## src/rtl/bh1750_lux_bcd.sv

```systemverilog
// ---------------------------------------------------------------------------
// bh1750_lux_bcd
//   Periodically samples the raw BH1750 light count, converts it to lux
//   (lux = raw*5/6, truncated), then to 5 BCD digits plus a leading-zero
//   blanking mask for the LED digit renderer.
//
//   Handshake: data_valid is a level qualifier, not a valid/ready pair. The
//   block samples data_in only on a sample tick while idle. Ticks that arrive
//   while a conversion is running are dropped. lux_done pulses for exactly one
//   clock when lux_bin/lux_bcd/digit_en take their new values, and those
//   outputs hold until the next lux_done.
//
// Ports
//   clk         in   1   system clock
//   rst         in   1   asynchronous active-low reset
//   data_valid  in   1   raw count valid (level)
//   data_in     in   16  raw BH1750 count
//   lux_bin     out  16  last converted lux, binary
//   lux_bcd     out  20  last converted lux, BCD ([19:16] = ten-thousands)
//   digit_en    out  5   per-digit enable, leading zeros blanked, bit0 always 1
//   lux_done    out  1   one-clock pulse on output update
//   busy        out  1   conversion in progress (high through the done cycle)
//
// Timing from sampling edge E: DIV on edges E+1..E+19, BCD on E+20..E+35,
// outputs and lux_done rise at E+36, lux_done and busy fall at E+37.
// ---------------------------------------------------------------------------
module bh1750_lux_bcd #(
  parameter int unsigned SAMPLE_DIV = 1_200_000
) (
  input  logic        clk,
  input  logic        rst,
  input  logic        data_valid,
  input  logic [15:0] data_in,
  output logic [15:0] lux_bin,
  output logic [19:0] lux_bcd,
  output logic [4:0]  digit_en,
  output logic        lux_done,
  output logic        busy
);

  localparam int unsigned CNT_W = (SAMPLE_DIV > 1) ? $clog2(SAMPLE_DIV) : 1;
  localparam logic [CNT_W-1:0] TICK_MAX = CNT_W'(SAMPLE_DIV - 1);

  typedef enum logic [1:0] {
    IDLE = 2'd0,
    DIV  = 2'd1,
    BCD  = 2'd2,
    DONE = 2'd3
  } state_e;

  state_e            state_q, state_d;
  logic [CNT_W-1:0]  tick_cnt_q, tick_cnt_d;
  logic              tick;

  // Division datapath: dividend shifts out MSB first into the remainder.
  logic [18:0]       dvd_q, dvd_d;
  logic [15:0]       quo_q, quo_d;
  logic [2:0]        rem_q, rem_d;
  logic [4:0]        bitcnt_q, bitcnt_d;

  // Double-dabble datapath.
  logic [15:0]       dd_bin_q, dd_bin_d;
  logic [19:0]       dd_bcd_q, dd_bcd_d;
  logic [3:0]        ddcnt_q, ddcnt_d;

  // Binary quotient kept until the done cycle.
  logic [15:0]       bin_q, bin_d;

  // Registered outputs.
  logic [15:0]       lux_bin_q, lux_bin_d;
  logic [19:0]       lux_bcd_q, lux_bcd_d;
  logic [4:0]        digit_en_q, digit_en_d;
  logic              lux_done_q, lux_done_d;
  logic              busy_q, busy_d;

  // Division step helpers.
  logic [3:0]        trial;
  logic              ge6;
  logic [2:0]        rem_next;
  logic [15:0]       quo_next;

  // Double-dabble adjusted BCD (before the shift).
  logic [19:0]       bcd_adj;

  // Digit i is shown when it or any more significant digit is nonzero.
  function automatic logic [4:0] lead_mask(input logic [19:0] b);
    logic [4:0] m;
    m[4] = |b[19:16];
    m[3] = m[4] | (|b[15:12]);
    m[2] = m[3] | (|b[11:8]);
    m[1] = m[2] | (|b[7:4]);
    m[0] = 1'b1;
    return m;
  endfunction

  // -------------------------------------------------------------------------
  // Free-running sample tick counter; never stalls.
  // -------------------------------------------------------------------------
  assign tick = (tick_cnt_q == TICK_MAX);

  always_comb begin
    tick_cnt_d = tick ? '0 : tick_cnt_q + CNT_W'(1);
  end

  // -------------------------------------------------------------------------
  // Combinational step logic for the two iterative datapaths.
  // -------------------------------------------------------------------------
  always_comb begin
    trial    = {rem_q, dvd_q[18]};
    ge6      = (trial >= 4'd6);
    // When trial < 6 its MSB is zero, so the low three bits are the remainder.
    rem_next = ge6 ? 3'(trial - 4'd6) : trial[2:0];
    // The 19-bit quotient never exceeds 54612, so the top bits shifted out
    // of the 16-bit register are always zero.
    quo_next = {quo_q[14:0], ge6};
  end

  always_comb begin
    bcd_adj = dd_bcd_q;
    for (int i = 0; i < 5; i++) begin
      if (dd_bcd_q[4*i +: 4] >= 4'd5) begin
        bcd_adj[4*i +: 4] = dd_bcd_q[4*i +: 4] + 4'd3;
      end
    end
  end

  // -------------------------------------------------------------------------
  // FSM next-state and datapath control.
  // -------------------------------------------------------------------------
  always_comb begin
    state_d    = state_q;
    dvd_d      = dvd_q;
    quo_d      = quo_q;
    rem_d      = rem_q;
    bitcnt_d   = bitcnt_q;
    dd_bin_d   = dd_bin_q;
    dd_bcd_d   = dd_bcd_q;
    ddcnt_d    = ddcnt_q;
    bin_d      = bin_q;
    lux_bin_d  = lux_bin_q;
    lux_bcd_d  = lux_bcd_q;
    digit_en_d = digit_en_q;
    lux_done_d = 1'b0;

    unique case (state_q)
      IDLE: begin
        if (tick && data_valid) begin
          // raw*5 as (raw<<2)+raw; 19 bits hold the maximum 327675.
          dvd_d    = {1'b0, data_in, 2'b00} + {3'b000, data_in};
          quo_d    = '0;
          rem_d    = '0;
          bitcnt_d = 5'd18;
          state_d  = DIV;
        end
      end

      DIV: begin
        dvd_d = {dvd_q[17:0], 1'b0};
        quo_d = quo_next;
        rem_d = rem_next;
        if (bitcnt_q == 5'd0) begin
          bin_d    = quo_next;
          dd_bin_d = quo_next;
          dd_bcd_d = '0;
          ddcnt_d  = 4'd15;
          state_d  = BCD;
        end else begin
          bitcnt_d = bitcnt_q - 5'd1;
        end
      end

      BCD: begin
        dd_bcd_d = {bcd_adj[18:0], dd_bin_q[15]};
        dd_bin_d = {dd_bin_q[14:0], 1'b0};
        if (ddcnt_q == 4'd0) begin
          state_d = DONE;
        end else begin
          ddcnt_d = ddcnt_q - 4'd1;
        end
      end

      DONE: begin
        lux_bin_d  = bin_q;
        lux_bcd_d  = dd_bcd_q;
        digit_en_d = lead_mask(dd_bcd_q);
        lux_done_d = 1'b1;
        state_d    = IDLE;
      end

      default: state_d = IDLE;
    endcase
  end

  // busy stays high through the cycle in which lux_done is asserted.
  always_comb begin
    busy_d = (state_d != IDLE) || (state_q == DONE);
  end

  // -------------------------------------------------------------------------
  // Registers.
  // -------------------------------------------------------------------------
  always_ff @(posedge clk or negedge rst) begin
    if (!rst) begin
      state_q    <= IDLE;
      tick_cnt_q <= '0;
      dvd_q      <= '0;
      quo_q      <= '0;
      rem_q      <= '0;
      bitcnt_q   <= '0;
      dd_bin_q   <= '0;
      dd_bcd_q   <= '0;
      ddcnt_q    <= '0;
      bin_q      <= '0;
      lux_bin_q  <= '0;
      lux_bcd_q  <= '0;
      digit_en_q <= 5'b00001;
      lux_done_q <= 1'b0;
      busy_q     <= 1'b0;
    end else begin
      state_q    <= state_d;
      tick_cnt_q <= tick_cnt_d;
      dvd_q      <= dvd_d;
      quo_q      <= quo_d;
      rem_q      <= rem_d;
      bitcnt_q   <= bitcnt_d;
      dd_bin_q   <= dd_bin_d;
      dd_bcd_q   <= dd_bcd_d;
      ddcnt_q    <= ddcnt_d;
      bin_q      <= bin_d;
      lux_bin_q  <= lux_bin_d;
      lux_bcd_q  <= lux_bcd_d;
      digit_en_q <= digit_en_d;
      lux_done_q <= lux_done_d;
      busy_q     <= busy_d;
    end
  end

  assign lux_bin  = lux_bin_q;
  assign lux_bcd  = lux_bcd_q;
  assign digit_en = digit_en_q;
  assign lux_done = lux_done_q;
  assign busy     = busy_q;

endmodule

```

## config.mk

```make
export PLATFORM = sky130hd
export DESIGN_NAME = bh1750_lux_bcd
export DESIGN_NICKNAME = d
export VERILOG_FILES = /design/src/rtl/bh1750_lux_bcd.sv
export SDC_FILE = /design/constraint.sdc
export NUM_CORES = 1
export LEC_CHECK = 0
export BUFFER_PORTS_ARGS = -buffer_cell sky130_fd_sc_hd__buf_4
export CAP_MARGIN = 20
export CORE_MARGIN = 2
export CORE_UTILIZATION = 46
export CTS_CLUSTER_SIZE = 8
export DETAILED_ROUTE_END_ITERATION = 10
export PLACE_DENSITY_LB_ADDON = 0.25
export SLEW_MARGIN = 5
export SYNTH_ARGS = -nofsm -noshare
export SYNTH_HDL_FRONTEND = slang
export SYNTH_SLANG_ARGS = --single-unit
```

## constraint.sdc

```tcl
create_clock -name clk -period 5 [get_ports clk]
set_clock_uncertainty 0.05 [all_clocks]
set_input_delay 0.25 -clock clk [delete_from_list [all_inputs] [get_ports clk]]
set_output_delay 0.25 -clock clk [all_outputs]
set_load 0.01 [all_outputs]
```

# Yosys cells after proc, flatten, opt, wreduce, memory -nomap -nowiden
# Cells that the tools add are included.
# totals
out_inout_bits,43
input_bits,19
regBits,163
# classes
n_reduce_logical,17
muxes,28
bitwise_logic,3
eq_ne,8
order_cmp,6
n_addsub,10
# ops
op,count
$pmux W20 S2,1
$pmux W19 S2,1
$pmux W16 S2,1
$pmux W15 S2,1
$ge A4 B3 Y1 const B,6
$mux W4,6
$add A21 B1 Y21 const B,1
$eq A21 B21 Y1 const B,1
$mux W21,1
$mux W20,1
$add A18 B16 Y19,1
$mux W19,1
$add A4 B2 Y4 const B,4
$mux W16,1
$reduce_or A4 Y1,4
$mux W15,1
$mux W5,2
$pmux W5 S2,1
$mux W3,3
$ne A2 B2 Y1 const B,4
$pmux W2 S4,1
$pmux W4 S2,1
$mux W2,3
$pmux W3 S2,1
other kinds (16),24

# Longest topological paths before layout
# logic_depth
ltp_word,6
ltp_mapped,8

# Worst setup path before layout
# Ideal clock, no wire load.
# synth_timing
path_type,input -> register
startpoint,input port data_in[0]
endpoint,register dvd_q[14]
path_buffers,0
setup_time_ns,0.128
arrival_time_ns,2.057
required_ns,4.822
stages,8
path_slack_ns,2.765
cell_sequence,ha_1 > fa_1 > a211oi_1 > o211ai_1 > and2_1 > a311oi_1 > mux2i_1 > nand3_1
# synth_between
elab_chain_cells,3
# synth_rtl
item,line,source
from (decl),33,"input logic [15:0] data_in,"
$add A18 B16 Y19,149,"dvd_d = {1'b0, data_in, 2'b00} + {3'b000, data_in};"
$mux W19,147,if (tick && data_valid) begin
$pmux W19 S2,145,unique case (state_q)
to (signal assigned),222,dvd_q <= dvd_d;
to (decl),56,"logic [18:0] dvd_q, dvd_d;"
# No other way between the ends. The select of a mux whose other input is x is not followed.
# A chain may end at the register's enable or synchronous reset.

# Final worst setup path
# layout_timing
startpoint,register state_q[0]
endpoint,register bitcnt_q[4]
# layout_between
elab_chain_cells,3
word_cells_on_any_way,7
# layout_rtl
item,line,source
from (decl),51,"state_e state_q, state_d;"
from (signal assigned),220,state_q <= state_d;
$eq A2 B1 Y1 or $logic_not A2 Y1 (tied branches),145,
$ne A2 B2 Y1 (no source line) or $reduce_bool A2 Y1 (tied branches),n/a,
$reduce_and A3 Y1 (no source line),n/a,
to (signal assigned),225,bitcnt_q <= bitcnt_d;
to (decl),59,"logic [4:0] bitcnt_q, bitcnt_d;"
# Several ways; a longest one is shown, not always the timed one.

==> impl_metrics.ini <==
[pwr]
pwr-share-seq = 0.463
pwr-share-comb = 0.047
p_sw_uw = 602
power.internal_mw = 2.25
worst_ir_drop_vdd_uv = 232
p_sw_frac = 0.211
clkPwrFrac = 0.490
leakage_nw = 4.23
power_mw = 2.85
power_density_nw_per_um2 = 312

[setup_path]
crit_type = flip-flop to flip-flop
crit_slowest_cell = nor2b_4
cp_max_fo = 35
path_cells = nor2b_4 > nand2_1 > buf_8 > nand2_1 > nor4_2 > xnor2_1 > nand2_1
regToRegStartpoint = state_q[0]
cp.arrival_ps = 3060
cp_slowest_stage_delay_ps = 770
cp_data_required_time_ps = 5260
startpoint_type = flip-flop
critPathLaunch = state_q[0]
cp-end-kind = flip-flop
crit_top_cell = nand2_1
rr_worst_depth = 7

[floorplan]
io_pins = 62
dieArea_um2 = 18100
row_count = 47
initial_utilization = 0.472
core-area_um2 = 16600
die_w_um = 135
die_h_um = 135

[synth]
ys_async_sr_fraction = 1.00
synth_cells = 783
synth.distinct_cells = 69
synth_commonest_cells = dfrtp_1, nand2_1, o21ai_0
synth_top_area_cell = dfrtp_1
synth_edf_count = 0
ys_seq_area_frac = 0.520
synth_top_area_frac = 0.520
synth_seq_cells = 163
syn-num-nets = 835
yosys_warnings = 0
yosysMostFrequentCell = dfrtp_1
postSynthAreaPerCell_um2 = 10.0
syn_area_um2 = 7850
synth_area_leaders = dfrtp_1, nand2_1, ha_1
ys_dominant_reg_cell = dfrtp_1

[clock_network]
clockRootBuffer = clkbuf_16
cts_max_level = 4
cts-buffers-inserted = 17
cts_hold_buf = 1
cts-root-to-sink-buffers = 2
cts_tree = built
cts_resized = 0
cts.clk_slew.worst_paths_ps = 60
cts_setup_buffers = 0
clock_latency_ps = 430
cts.sinks = 163

[grt]
grt_pass1_vias = 5787
grt_max_degree = 87
gr-total-overflow = 0
antenna_found_initial = 0
grt_pass1_wl_mm = 27.5
track_usage = 0.187

[routing]
viasPerCell = 5.48
top_layer = met4
drc = 0
dr.pass1.iters = 5
dr_wl_met2_mm = 7.54
ant_nets = 0
wl_met3_um = 656
num_vias = 5862
wirelength_mm = 16.2
wl_per_cell_um = 15.1
drtIter0Drc = 391
wl_met1_mm = 7.58

[final_layout]
syn2layout_area_growth_pct = 16.4
seq_area_um2 = 4080
final_area_um2 = 9140
n_fill_cell = 1428
diodes = 0
fin_cells = 1069
multi_input_area_um2 = 3530
finalNetCount = 888
drive_gt1_frac = 0.171

[sta]
fin_ws_ps = 2190
finalSetupViolCount = 0
post-route-period-util = 0.561
fmax_mhz = 357
fin_crit_ps = 2810
setup_tns_ps = 0
slew_violations = 0
slew_headroom = 0.317
worst_pin_slew_ps = 1020
rsz0062_at_grt = no
timing.final.hold_violations = 0

[outcome]
status = completed

[hold_path]
hold_path_class = input port to flip-flop
hold_depth = 2
hp-start = data_in[0]

[placement]
placed_area_um2 = 8450
hpwl_mm = 10.8
portBuffers = 60
dp.cells = 1034
gp_routability_congestion = 0.846
pre_cts_slack_ps = 1890

[job]
maxCapViolCount = 0
## worst paths after layout
kind | to | slack (ps)
min in group asynchronous | dd_bcd_q[11] | 150
min reg2reg | tick_cnt_q[4] | 420
max reg2reg | bitcnt_q[4] | 2190
max | bitcnt_q[4] | 2190
max in group asynchronous | lux_bin[7] | 3740
min | dvd_q[0] | 20
## metrics by stage
step,hold slack (ps),util
final,24.2,0.549
after global routing,21.8,0.549
after floorplan,-95.6,-
after CTS,11.4,0.547
after detailed placement,23.4,0.507
after global placement,20.5,0.507
## sequential cells by signal, indices dropped and copies added (netlist names), 15 cells and up
| register | cells |
|---|---|
| dvd_q | 19 |
| dd_bcd_q | 20 |
| lux_bcd | 20 |
| dd_bin_q | 16 |
| tick_cnt_q | 21 |
| lux_bin | 16 |
| quo_q | 15 |
| bin_q | 16 |
## kinds of logic (layout without fill, tap and decap cells)
group                    count (synthesis)  in the layout  share of synthesized area
buffers and inverters                   53            119                     0.0309
adder cells (fa/ha/maj)                 33             33                     0.0535
flip-flops                             163            163                      0.520
AND/OR/NAND/NOR                        304            304                      0.185
other                                    1              1                   0.000478
XOR/XNOR                                37             37                     0.0413
AO/OA/AOI/OAI                          162            162                      0.127
multiplexers                            30             30                     0.0424
## worst max-delay path: cells and delay by family, from the launching register on
family                 cells  cell delay, ps
XOR/XNOR                   1             190
buffers and inverters      1             310
flip-flops                 1             590
AND/OR/NAND/NOR            5            1530
## layout make-up
class,count,area share
Sequential cell,163,0.446
Clock inverter,12,0.0193
Clock buffer,20,0.0511
Tap cell,220,0.0301
Inverter,20,0.00821
Multi-Input combinational cell,567,0.386
Timing Repair Buffer,67,0.0587
## per-layer routing
layer | global-route usage | up-vias
met4 | 0.0895 | 0
met5 | 0 | -
met3 | 0.0345 | 36
met2 | 0.289 | 141
li1 | - | 2837
met1 | 0.256 | 2848
## cell usage in the layout (no fill, tap or decap), types with 3 or more instances in the layout
| cell type | count |
|---|---|
| o32ai_1 | 3 |
| bufinv_16 | 4 |
| clkbuf_16 | 17 |
| clkbuf_8 | 3 |
| a22oi_1 | 6 |
| nor3_1 | 7 |
| and2_1 | 3 |
| o211ai_1 | 8 |
| a32o_1 | 6 |
| a31oi_1 | 9 |
| and3_1 | 12 |
| inv_1 | 19 |
| mux2i_1 | 4 |
| xnor2_1 | 22 |
| o22ai_1 | 4 |
| nor2_1 | 41 |
| ha_1 | 32 |
| a211oi_1 | 3 |
| xor2_1 | 15 |
| o21a_1 | 4 |
| o21ai_0 | 56 |
| o21ai_1 | 3 |
| o31ai_1 | 9 |
| clkinv_2 | 3 |
| nor3b_1 | 3 |
| nand3_1 | 42 |
| a21o_1 | 4 |
| dfrtp_1 | 163 |
| nor4_1 | 3 |
| a21oi_1 | 39 |
| nand2b_1 | 11 |
| mux2_2 | 26 |
| nand4_1 | 7 |
| buf_4 | 63 |
| nand2_1 | 150 |
## power groups by stage
| stage | logic, mW | clock network [mW] | registers (mW) |
|---|---|---|---|
| 2_1_floorplan | 0.0715 | 0 | 1.34 |
| 3_3_place_gp | 0.127 | 0 | 1.34 |
| 3_5_place_dp | 0.130 | 0 | 1.34 |
| 4_1_cts | 0.132 | 1.42 | 1.32 |
| 5_1_grt | 0.152 | 1.48 | 1.32 |
| 6_report | 0.134 | 1.40 | 1.32 |
No activity file was read; power rests on OpenSTA's default activity.
